## src/rtl/npu_layer_sequencer_pkg.sv

```systemverilog
// Shared definitions for the 3x3 layer-pass sequencer: FSM encoding,
// tap count and the configuration legality limits.
package npu_layer_sequencer_pkg;

  // state | meaning
  // IDLE  | waiting for start; outputs quiet, bound level 0
  // BIAS  | one-cycle bias-load strobe, step 0
  // RUN   | scanning (row, column, step); one beat per cycle unless held
  // DRAIN | PIPE_LAT cycles for the arithmetic pipe to empty
  // DONE  | one-cycle completion pulse
  typedef enum logic [2:0] {
    IDLE  = 3'd0,
    BIAS  = 3'd1,
    RUN   = 3'd2,
    DRAIN = 3'd3,
    DONE  = 3'd4
  } seq_state_e;

  localparam int N_TAPS         = 9;
  // A 3x3 window reaches two rows/columns past the output pixel.
  localparam int TAP_SPAN       = 2;
  // Highest column address the feature-map memory accepts.
  localparam int COL_ADDR_LIMIT = 79;

  // True when the whole window stays inside the addressable memory.
  function automatic logic cfg_legal(input int rows, input int cols, input int height_b);
    return ((rows + TAP_SPAN) <= ((1 << height_b) - 1)) &&
           ((cols + TAP_SPAN) <= COL_ADDR_LIMIT);
  endfunction

endpackage

```

## src/rtl/npu_layer_sequencer_if.sv

```systemverilog
// Control/configuration and memory/PE strobe bundle of the layer sequencer.
interface npu_layer_sequencer_if #(
  parameter int WIDTH_B  = 7,
  parameter int HEIGHT_B = 3
);
  import npu_layer_sequencer_pkg::*;

  logic                         start;
  logic [WIDTH_B-1:0]           cfg_cols;
  logic [HEIGHT_B-1:0]          cfg_rows;
  logic [2:0]                   cfg_steps;
  logic [2:0]                   cfg_bound;
  logic                         hold;

  logic [WIDTH_B*N_TAPS-1:0]    readi_wr;
  logic [HEIGHT_B*N_TAPS-1:0]   readi_hr;
  logic [N_TAPS-1:0]            en_read;
  logic                         en_bias;
  logic [2:0]                   stepr;
  logic [2:0]                   step_pr;
  logic                         en_pe;
  logic [2:0]                   bound_levelr;
  logic                         busy;
  logic                         done;
  logic                         cfg_err;

  modport master (
    output start, cfg_cols, cfg_rows, cfg_steps, cfg_bound, hold,
    input  readi_wr, readi_hr, en_read, en_bias, stepr, step_pr, en_pe,
           bound_levelr, busy, done, cfg_err
  );

  modport slave (
    input  start, cfg_cols, cfg_rows, cfg_steps, cfg_bound, hold,
    output readi_wr, readi_hr, en_read, en_bias, stepr, step_pr, en_pe,
           bound_levelr, busy, done, cfg_err
  );

endinterface

```

## src/rtl/npu_tap_addr_gen.sv

```systemverilog
// Combinational 3x3 window address generator: tap k = 3i+j reads
// column c+j and row r+i; tap 0 sits in the most significant slice.
module npu_tap_addr_gen
  import npu_layer_sequencer_pkg::*;
#(
  parameter int WIDTH_B  = 7,
  parameter int HEIGHT_B = 3
) (
  input  logic [HEIGHT_B-1:0]         r_i,
  input  logic [WIDTH_B-1:0]          c_i,
  output logic [WIDTH_B*N_TAPS-1:0]   wr_o,
  output logic [HEIGHT_B*N_TAPS-1:0]  hr_o
);

  // Offsets never wrap: the start check keeps c+2 and r+2 in range.
  always_comb begin
    wr_o = '0;
    hr_o = '0;
    for (int k = 0; k < N_TAPS; k++) begin
      wr_o[(N_TAPS-1-k)*WIDTH_B +: WIDTH_B]   = c_i + WIDTH_B'(k % 3);
      hr_o[(N_TAPS-1-k)*HEIGHT_B +: HEIGHT_B] = r_i + HEIGHT_B'(k / 3);
    end
  end

endmodule

```

## src/rtl/npu_layer_sequencer.sv

```systemverilog
// Sequencer for one 3x3 layer pass: bias load, (row, column, step) scan
// with back-pressure, pipeline drain and a completion pulse.
// All outputs are registers; start and hold only act through the FSM.
module npu_layer_sequencer
  import npu_layer_sequencer_pkg::*;
#(
  parameter int WIDTH_B  = 7,
  parameter int HEIGHT_B = 3,
  parameter int PIPE_LAT = 4
) (
  input logic                  clk,
  input logic                  reset,
  npu_layer_sequencer_if.slave bus
);

  localparam int                DRAIN_W    = (PIPE_LAT > 1) ? $clog2(PIPE_LAT) : 1;
  localparam logic [DRAIN_W-1:0] DRAIN_LOAD = DRAIN_W'(PIPE_LAT - 1);

  seq_state_e                  state_q;
  logic [HEIGHT_B-1:0]         rows_q, r_q;
  logic [WIDTH_B-1:0]          cols_q, c_q;
  logic [2:0]                  steps_q, s_q, step_q, bound_q;
  logic                        scan_done_q;
  logic [DRAIN_W-1:0]          drain_q;
  logic [WIDTH_B*N_TAPS-1:0]   wr_q, tap_wr_d;
  logic [HEIGHT_B*N_TAPS-1:0]  hr_q, tap_hr_d;
  logic [N_TAPS-1:0]           en_read_q;
  logic                        en_bias_q, en_pe_q, busy_q, done_q, cfg_err_q;
  logic                        cfg_ok, last_beat;

  // s_q/c_q/r_q point at the next beat to issue, so the generator output
  // is exactly what gets registered when that beat goes out.
  npu_tap_addr_gen #(
    .WIDTH_B  (WIDTH_B),
    .HEIGHT_B (HEIGHT_B)
  ) u_tap_addr_gen (
    .r_i  (r_q),
    .c_i  (c_q),
    .wr_o (tap_wr_d),
    .hr_o (tap_hr_d)
  );

  assign cfg_ok    = cfg_legal(int'(bus.cfg_rows), int'(bus.cfg_cols), HEIGHT_B);
  assign last_beat = (s_q == steps_q) && (c_q == cols_q) && (r_q == rows_q);

  // Pass FSM with scan counters and registered outputs.
  always_ff @(posedge clk) begin
    if (!reset) begin
      state_q     <= IDLE;
      rows_q      <= '0;
      cols_q      <= '0;
      steps_q     <= '0;
      r_q         <= '0;
      c_q         <= '0;
      s_q         <= '0;
      step_q      <= '0;
      bound_q     <= '0;
      scan_done_q <= 1'b0;
      drain_q     <= '0;
      wr_q        <= '0;
      hr_q        <= '0;
      en_read_q   <= '0;
      en_bias_q   <= 1'b0;
      en_pe_q     <= 1'b0;
      busy_q      <= 1'b0;
      done_q      <= 1'b0;
      cfg_err_q   <= 1'b0;
    end else begin
      cfg_err_q <= 1'b0;
      en_bias_q <= 1'b0;
      done_q    <= 1'b0;
      case (state_q)
        IDLE: begin
          if (bus.start) begin
            if (cfg_ok) begin
              state_q     <= BIAS;
              busy_q      <= 1'b1;
              en_bias_q   <= 1'b1;
              step_q      <= '0;
              rows_q      <= bus.cfg_rows;
              cols_q      <= bus.cfg_cols;
              steps_q     <= bus.cfg_steps;
              bound_q     <= bus.cfg_bound;
              r_q         <= '0;
              c_q         <= '0;
              s_q         <= '0;
              scan_done_q <= 1'b0;
            end else begin
              // Rejected: only the error strobe moves.
              cfg_err_q <= 1'b1;
            end
          end
        end
        BIAS, RUN: begin
          state_q <= RUN;
          if (scan_done_q) begin
            state_q   <= DRAIN;
            en_pe_q   <= 1'b0;
            en_read_q <= '0;
            drain_q   <= DRAIN_LOAD;
          end else if (bus.hold) begin
            // Counters and addresses stay put; the beat is reissued later.
            en_pe_q   <= 1'b0;
            en_read_q <= '0;
          end else begin
            en_pe_q   <= 1'b1;
            en_read_q <= {N_TAPS{1'b1}};
            step_q    <= s_q;
            wr_q      <= tap_wr_d;
            hr_q      <= tap_hr_d;
            if (last_beat) begin
              s_q         <= '0;
              c_q         <= '0;
              r_q         <= '0;
              scan_done_q <= 1'b1;
            end else if (s_q != steps_q) begin
              s_q <= s_q + 3'd1;
            end else begin
              s_q <= '0;
              if (c_q != cols_q) begin
                c_q <= c_q + WIDTH_B'(1);
              end else begin
                c_q <= '0;
                r_q <= r_q + HEIGHT_B'(1);
              end
            end
          end
        end
        DRAIN: begin
          if (drain_q == '0) begin
            state_q <= DONE;
            done_q  <= 1'b1;
          end else begin
            drain_q <= drain_q - DRAIN_W'(1);
          end
        end
        DONE: begin
          state_q <= IDLE;
          busy_q  <= 1'b0;
          bound_q <= '0;
        end
        default: state_q <= IDLE;
      endcase
    end
  end

  assign bus.readi_wr     = wr_q;
  assign bus.readi_hr     = hr_q;
  assign bus.en_read      = en_read_q;
  assign bus.en_bias      = en_bias_q;
  assign bus.stepr        = step_q;
  assign bus.step_pr      = step_q;
  assign bus.en_pe        = en_pe_q;
  assign bus.bound_levelr = bound_q;
  assign bus.busy         = busy_q;
  assign bus.done         = done_q;
  assign bus.cfg_err      = cfg_err_q;

endmodule

```

## src/flat_wrapper.sv

```systemverilog
// flat-port wrapper written by rule: the top's interface ports become plain ports
module npu_layer_sequencer_flat import npu_layer_sequencer_pkg::*;
#(
  parameter int WIDTH_B  = 7,
  parameter int HEIGHT_B = 3,
  parameter int PIPE_LAT = 4
)
  (clk, reset, bus_start, bus_cfg_cols, bus_cfg_rows, bus_cfg_steps, bus_cfg_bound, bus_hold, bus_readi_wr, bus_readi_hr, bus_en_read, bus_en_bias, bus_stepr, bus_step_pr, bus_en_pe, bus_bound_levelr, bus_busy, bus_done, bus_cfg_err);
  npu_layer_sequencer_if #(.WIDTH_B(WIDTH_B), .HEIGHT_B(HEIGHT_B)) bus_i ();
  input logic clk;
  input logic reset;
  input wire logic [$bits(bus_i.start)-1:0] bus_start;
  input wire logic [$bits(bus_i.cfg_cols)-1:0] bus_cfg_cols;
  input wire logic [$bits(bus_i.cfg_rows)-1:0] bus_cfg_rows;
  input wire logic [$bits(bus_i.cfg_steps)-1:0] bus_cfg_steps;
  input wire logic [$bits(bus_i.cfg_bound)-1:0] bus_cfg_bound;
  input wire logic [$bits(bus_i.hold)-1:0] bus_hold;
  output wire logic [$bits(bus_i.readi_wr)-1:0] bus_readi_wr;
  output wire logic [$bits(bus_i.readi_hr)-1:0] bus_readi_hr;
  output wire logic [$bits(bus_i.en_read)-1:0] bus_en_read;
  output wire logic [$bits(bus_i.en_bias)-1:0] bus_en_bias;
  output wire logic [$bits(bus_i.stepr)-1:0] bus_stepr;
  output wire logic [$bits(bus_i.step_pr)-1:0] bus_step_pr;
  output wire logic [$bits(bus_i.en_pe)-1:0] bus_en_pe;
  output wire logic [$bits(bus_i.bound_levelr)-1:0] bus_bound_levelr;
  output wire logic [$bits(bus_i.busy)-1:0] bus_busy;
  output wire logic [$bits(bus_i.done)-1:0] bus_done;
  output wire logic [$bits(bus_i.cfg_err)-1:0] bus_cfg_err;
  assign bus_i.start = bus_start;
  assign bus_i.cfg_cols = bus_cfg_cols;
  assign bus_i.cfg_rows = bus_cfg_rows;
  assign bus_i.cfg_steps = bus_cfg_steps;
  assign bus_i.cfg_bound = bus_cfg_bound;
  assign bus_i.hold = bus_hold;
  assign bus_readi_wr = bus_i.readi_wr;
  assign bus_readi_hr = bus_i.readi_hr;
  assign bus_en_read = bus_i.en_read;
  assign bus_en_bias = bus_i.en_bias;
  assign bus_stepr = bus_i.stepr;
  assign bus_step_pr = bus_i.step_pr;
  assign bus_en_pe = bus_i.en_pe;
  assign bus_bound_levelr = bus_i.bound_levelr;
  assign bus_busy = bus_i.busy;
  assign bus_done = bus_i.done;
  assign bus_cfg_err = bus_i.cfg_err;
  npu_layer_sequencer #(.WIDTH_B(WIDTH_B), .HEIGHT_B(HEIGHT_B), .PIPE_LAT(PIPE_LAT)) u_core (.clk(clk), .reset(reset), .bus(bus_i));
endmodule
```

## config.mk

```make
export PLATFORM = sky130hd
export DESIGN_NAME = npu_layer_sequencer_flat
export DESIGN_NICKNAME = d
export VERILOG_FILES = /design/src/rtl/npu_layer_sequencer_pkg.sv /design/src/rtl/npu_layer_sequencer_if.sv /design/src/rtl/npu_tap_addr_gen.sv /design/src/rtl/npu_layer_sequencer.sv /design/src/flat_wrapper.sv
export SDC_FILE = /design/constraint.sdc
export NUM_CORES = 1
export LEC_CHECK = 0
export CAP_MARGIN = 20
export CORE_MARGIN = 4
export CORE_UTILIZATION = 40
export CTS_BUF_LIST = sky130_fd_sc_hd__clkbuf_4
export DETAILED_ROUTE_END_ITERATION = 8
export DONT_BUFFER_PORTS = 1
export GPL_ROUTABILITY_DRIVEN = 0
export PLACE_DENSITY_LB_ADDON = 0.25
export SLEW_MARGIN = 0
export SYNTH_ARGS = -nofsm -noshare
export SYNTH_HDL_FRONTEND = slang
export SYNTH_SLANG_ARGS = --single-unit
```

## constraint.sdc

```tcl
create_clock -name clk -period 2 [get_ports clk]
set_input_delay 0.1 -clock clk [delete_from_list [all_inputs] [get_ports clk]]
set_output_delay 0.1 -clock clk [all_outputs]
set_load 0.01 [all_outputs]
```

==> results.py <==
metrics = {
    "status": {
        "status": "finished clean",
    },
    "final_layout": {
        "fin_nets": 402,
        "n_antenna_cell": 0,
        "final_cells": 489,
        "fin_area_um2": 3730,
        "drive_above_1_share_pct": 13.1,
        "fill_cells": 883,
        "multiInputGateArea_um2": 1570,
        "area.sequential_um2": 1420,
        "area_delta_synth_final_pct": 1.64,
    },
    "worst_setup_path": {
        "endpoint_kind": "flop",
        "worstSetupPathType": "flop to flop",
        "crit_path_start_kind": "flop",
        "crit_path_start": "u_core.state_q[1]",
        "crit_fanout": 10,
        "reg2reg_from": "u_core.state_q[1]",
        "required_ps": 2310,
        "arrival_ps": 2230,
    },
    "place": {
        "dp_cells": 454,
        "dpl.hpwl_um": 5660,
        "pre_cts_ws_ps": 126,
        "portBuffers": 0,
        "dpl_cell_area_um2": 3330,
    },
    "yosys": {
        "async_flop_share_pct": 0,
        "ys_dominant_reg_cell": "dfxtp_1",
        "ys_seq_area_share_pct": 38.7,
        "yosys_warnings": 0,
        "synth.area.top_cells": "dfxtp_1 (39%), buf_4 (15%), nand2_1 (4.7%), a21oi_1 (4.6%), mux2i_1 (4.1%)",
        "synth.avg_cell_area_um2": 8.71,
        "synth_edf_count": 0,
        "netlist_top_cells_count": "buf_4 (74), dfxtp_1 (71), nand2_1 (46)",
        "synth_fp_nets": 447,
        "synth_top_area_cell": "dfxtp_1",
        "postSynthCellCount": 421,
        "netlist_area_um2": 3670,
        "synth_top_area_share_pct": 38.7,
        "ys_types": 51,
        "synth_most_common_cell": "buf_4",
        "ys_ff_latch": 71,
    },
    "die": {
        "core_area_um2": 8810,
        "initial_utilization_pct": 41.7,
        "die_area_um2": 10800,
        "die_w_um": 104,
        "num_io_pins": 133,
        "die_y_um": 104,
        "fp-row-count": 34,
    },
    "route": {
        "dr_total_vias": 2568,
        "ant_nets": 0,
        "routedWlPerCell_um": 16.3,
        "drt_wl_total_um": 7950,
        "vias_per_cell": 5.25,
        "firstDrtPassIters": 4,
        "drc_errors": 0,
        "first_iter_violations": 109,
    },
    "sta": {
        "final.period_utilization_pct": 96.0,
        "max_freq_ghz": 0.521,
        "slew_headroom_pct": 44.0,
        "fin_ws_ps": 80.0,
        "fin_worst_skew_ps": 21.3,
        "worst_slew_pin_slew_ps": 838,
        "holdWs_ps": 27.2,
        "slew_viol_final": 0,
        "setup_viol": 0,
        "min_period_ps": 1920,
        "finalHoldViolCount": 0,
    },
    "clock_tree": {
        "clockBufferDepth": 2,
        "htreeDepth": 3,
        "cts_root_buf": "clkbuf_4",
        "cts_tree": "built",
        "postCtsSetupBuffers": 0,
        "cts.clk_slew.worst_paths_ps": 130,
        "clk_latency_ps": 420,
        "cts_buffers": 9,
        "cts_num_sinks": 71,
    },
    "power_and_ir_drop": {
        "fin_total_pwr_mw": 3.36,
        "leakagePower_nw": 1.46,
        "ir_drop_uv": 422,
        "powerDensity_nw_per_um2": 900,
    },
    "grt": {
        "overflow": 0,
        "grt_max_degree": 42,
        "grt_pass1_wl_um": 13200,
        "grt_usage_pct": 15.0,
        "antenna_found_initial": 0,
        "grt_pass1_vias": 2569,
    },
    "flow_run": {
        "drv_cap": 0,
    },
    "hold_path": {
        "min_path_type": "input pin to flop",
        "worstHoldStart": "bus_hold",
    },
}
==> what timing repair did <==
action                                  CTS  global route
endpoints found under the setup margin    0             3
hold endpoints to repair                 41             0
hold buffers                             19             0
gates resized for setup                   0             2
==> final timing paths <==
check	to	depth (start not counted)	slack, ps
min	u_core.bus.readi_wr[41]	4	30
max reg2reg	u_core.r_q[2]	5	80
min reg2reg	u_core.bus.readi_wr[56]	2	480
max	u_core.r_q[2]	5	80
==> sequential cells by signal (all words and copies together), names as in the netlist <==
| register | cells |
|---|---|
| u_core.bus.readi_wr | 20 |
| u_core.bus.readi_hr | 8 |
| u_core.c_q | 7 |
| u_core.cols_q | 7 |
| u_core.bus.bound_levelr | 3 |
| u_core.bus.step_pr | 3 |
| u_core.r_q | 3 |
| u_core.rows_q | 3 |
| u_core.s_q | 3 |
| u_core.state_q | 3 |
| u_core.steps_q | 3 |
| u_core.drain_q | 2 |
| u_core.bus.busy | 1 |
| u_core.bus.cfg_err | 1 |
| u_core.bus.done | 1 |
| u_core.bus.en_bias | 1 |
| u_core.bus.en_read | 1 |
| u_core.scan_done_q | 1 |
==> logic make-up (layout without fill, tap and decap cells) <==
logic type / count (synthesis) / after routing / synth area share [%]
compound gates: 75 / 75 / 13.3
xor+xnor: 27 / 27 / 6.45
fa+ha+maj: 6 / 6 / 2.05
simple gates: 123 / 123 / 16.4
mux: 16 / 16 / 4.47
flops: 71 / 71 / 38.7
buf+inv: 103 / 63 / 18.7
==> cell usage in the layout, fill, tap and decap left out, types with 2 or more instances in the layout <==
cell | Yosys | final
o21ai_0 | 7 | 7
xnor2_1 | 11 | 11
and4_1 | 2 | 2
and3b_1 | 2 | 2
ha_1 | 6 | 6
xor2_1 | 16 | 16
a211oi_2 | 2 | 2
nor3_1 | 8 | 8
dfxtp_1 | 71 | 71
o22ai_1 | 3 | 3
dlygate4sd3_1 | 0 | 19
nand4b_1 | 2 | 2
inv_1 | 5 | 5
and3_1 | 2 | 2
nor2_2 | 2 | 2
nand3_1 | 7 | 7
nor3b_1 | 3 | 3
mux2i_1 | 15 | 15
a21oi_1 | 34 | 33
or3b_1 | 3 | 3
bufinv_16 | 0 | 4
nand2_1 | 46 | 46
nand2b_1 | 4 | 4
o21a_1 | 2 | 2
nor4_2 | 2 | 2
clkbuf_4 | 0 | 10
buf_4 | 74 | 21
nor2_1 | 32 | 32
a32o_1 | 3 | 3
a211oi_1 | 13 | 13
==> per-layer routing <==
| layer | track usage [%] | routed length (um) |
|---|---|---|
| met2 | 25.8 | 3840 |
| met1 | 17.9 | 3440 |
| met5 | 0 | 0 |
| met3 | 5.04 | 592 |
| met4 | 4.18 | 84 |
==> area by class of cell <==
type	instances	share of cell area, %
Sequential cell	71	38.1
Tap cell	108	3.62
Multi-Input combinational cell	247	42.2
Clock buffer	10	2.01
Inverter	6	0.604
Clock inverter	6	3.56
Timing Repair Buffer	41	9.87
==> stage by stage <==
stage | setup TNS (ps) | util (%)
CTS | 0 | 42.3
finish | 0 | 42.3
floorplan | 0 | -
global placement | 0 | 37.8
global route | -36.2 | 42.3
detailed placement | 0 | 37.8
==> worst max-delay path, stage by stage, from the launching register on <==
cell and delay, ps:
dfxtp_1 380, a211oi_2 320, a41oi_1 180, a211o_2 390, o311a_1 370, a31o_1 180
==> power breakdown <==
group          internal (mW)  switching [mW]  total, mW
clock network          0.772           0.518       1.29
logic                  0.199           0.265      0.465
registers               1.48           0.117       1.60
No activity file was read; power rests on OpenSTA's default activity.
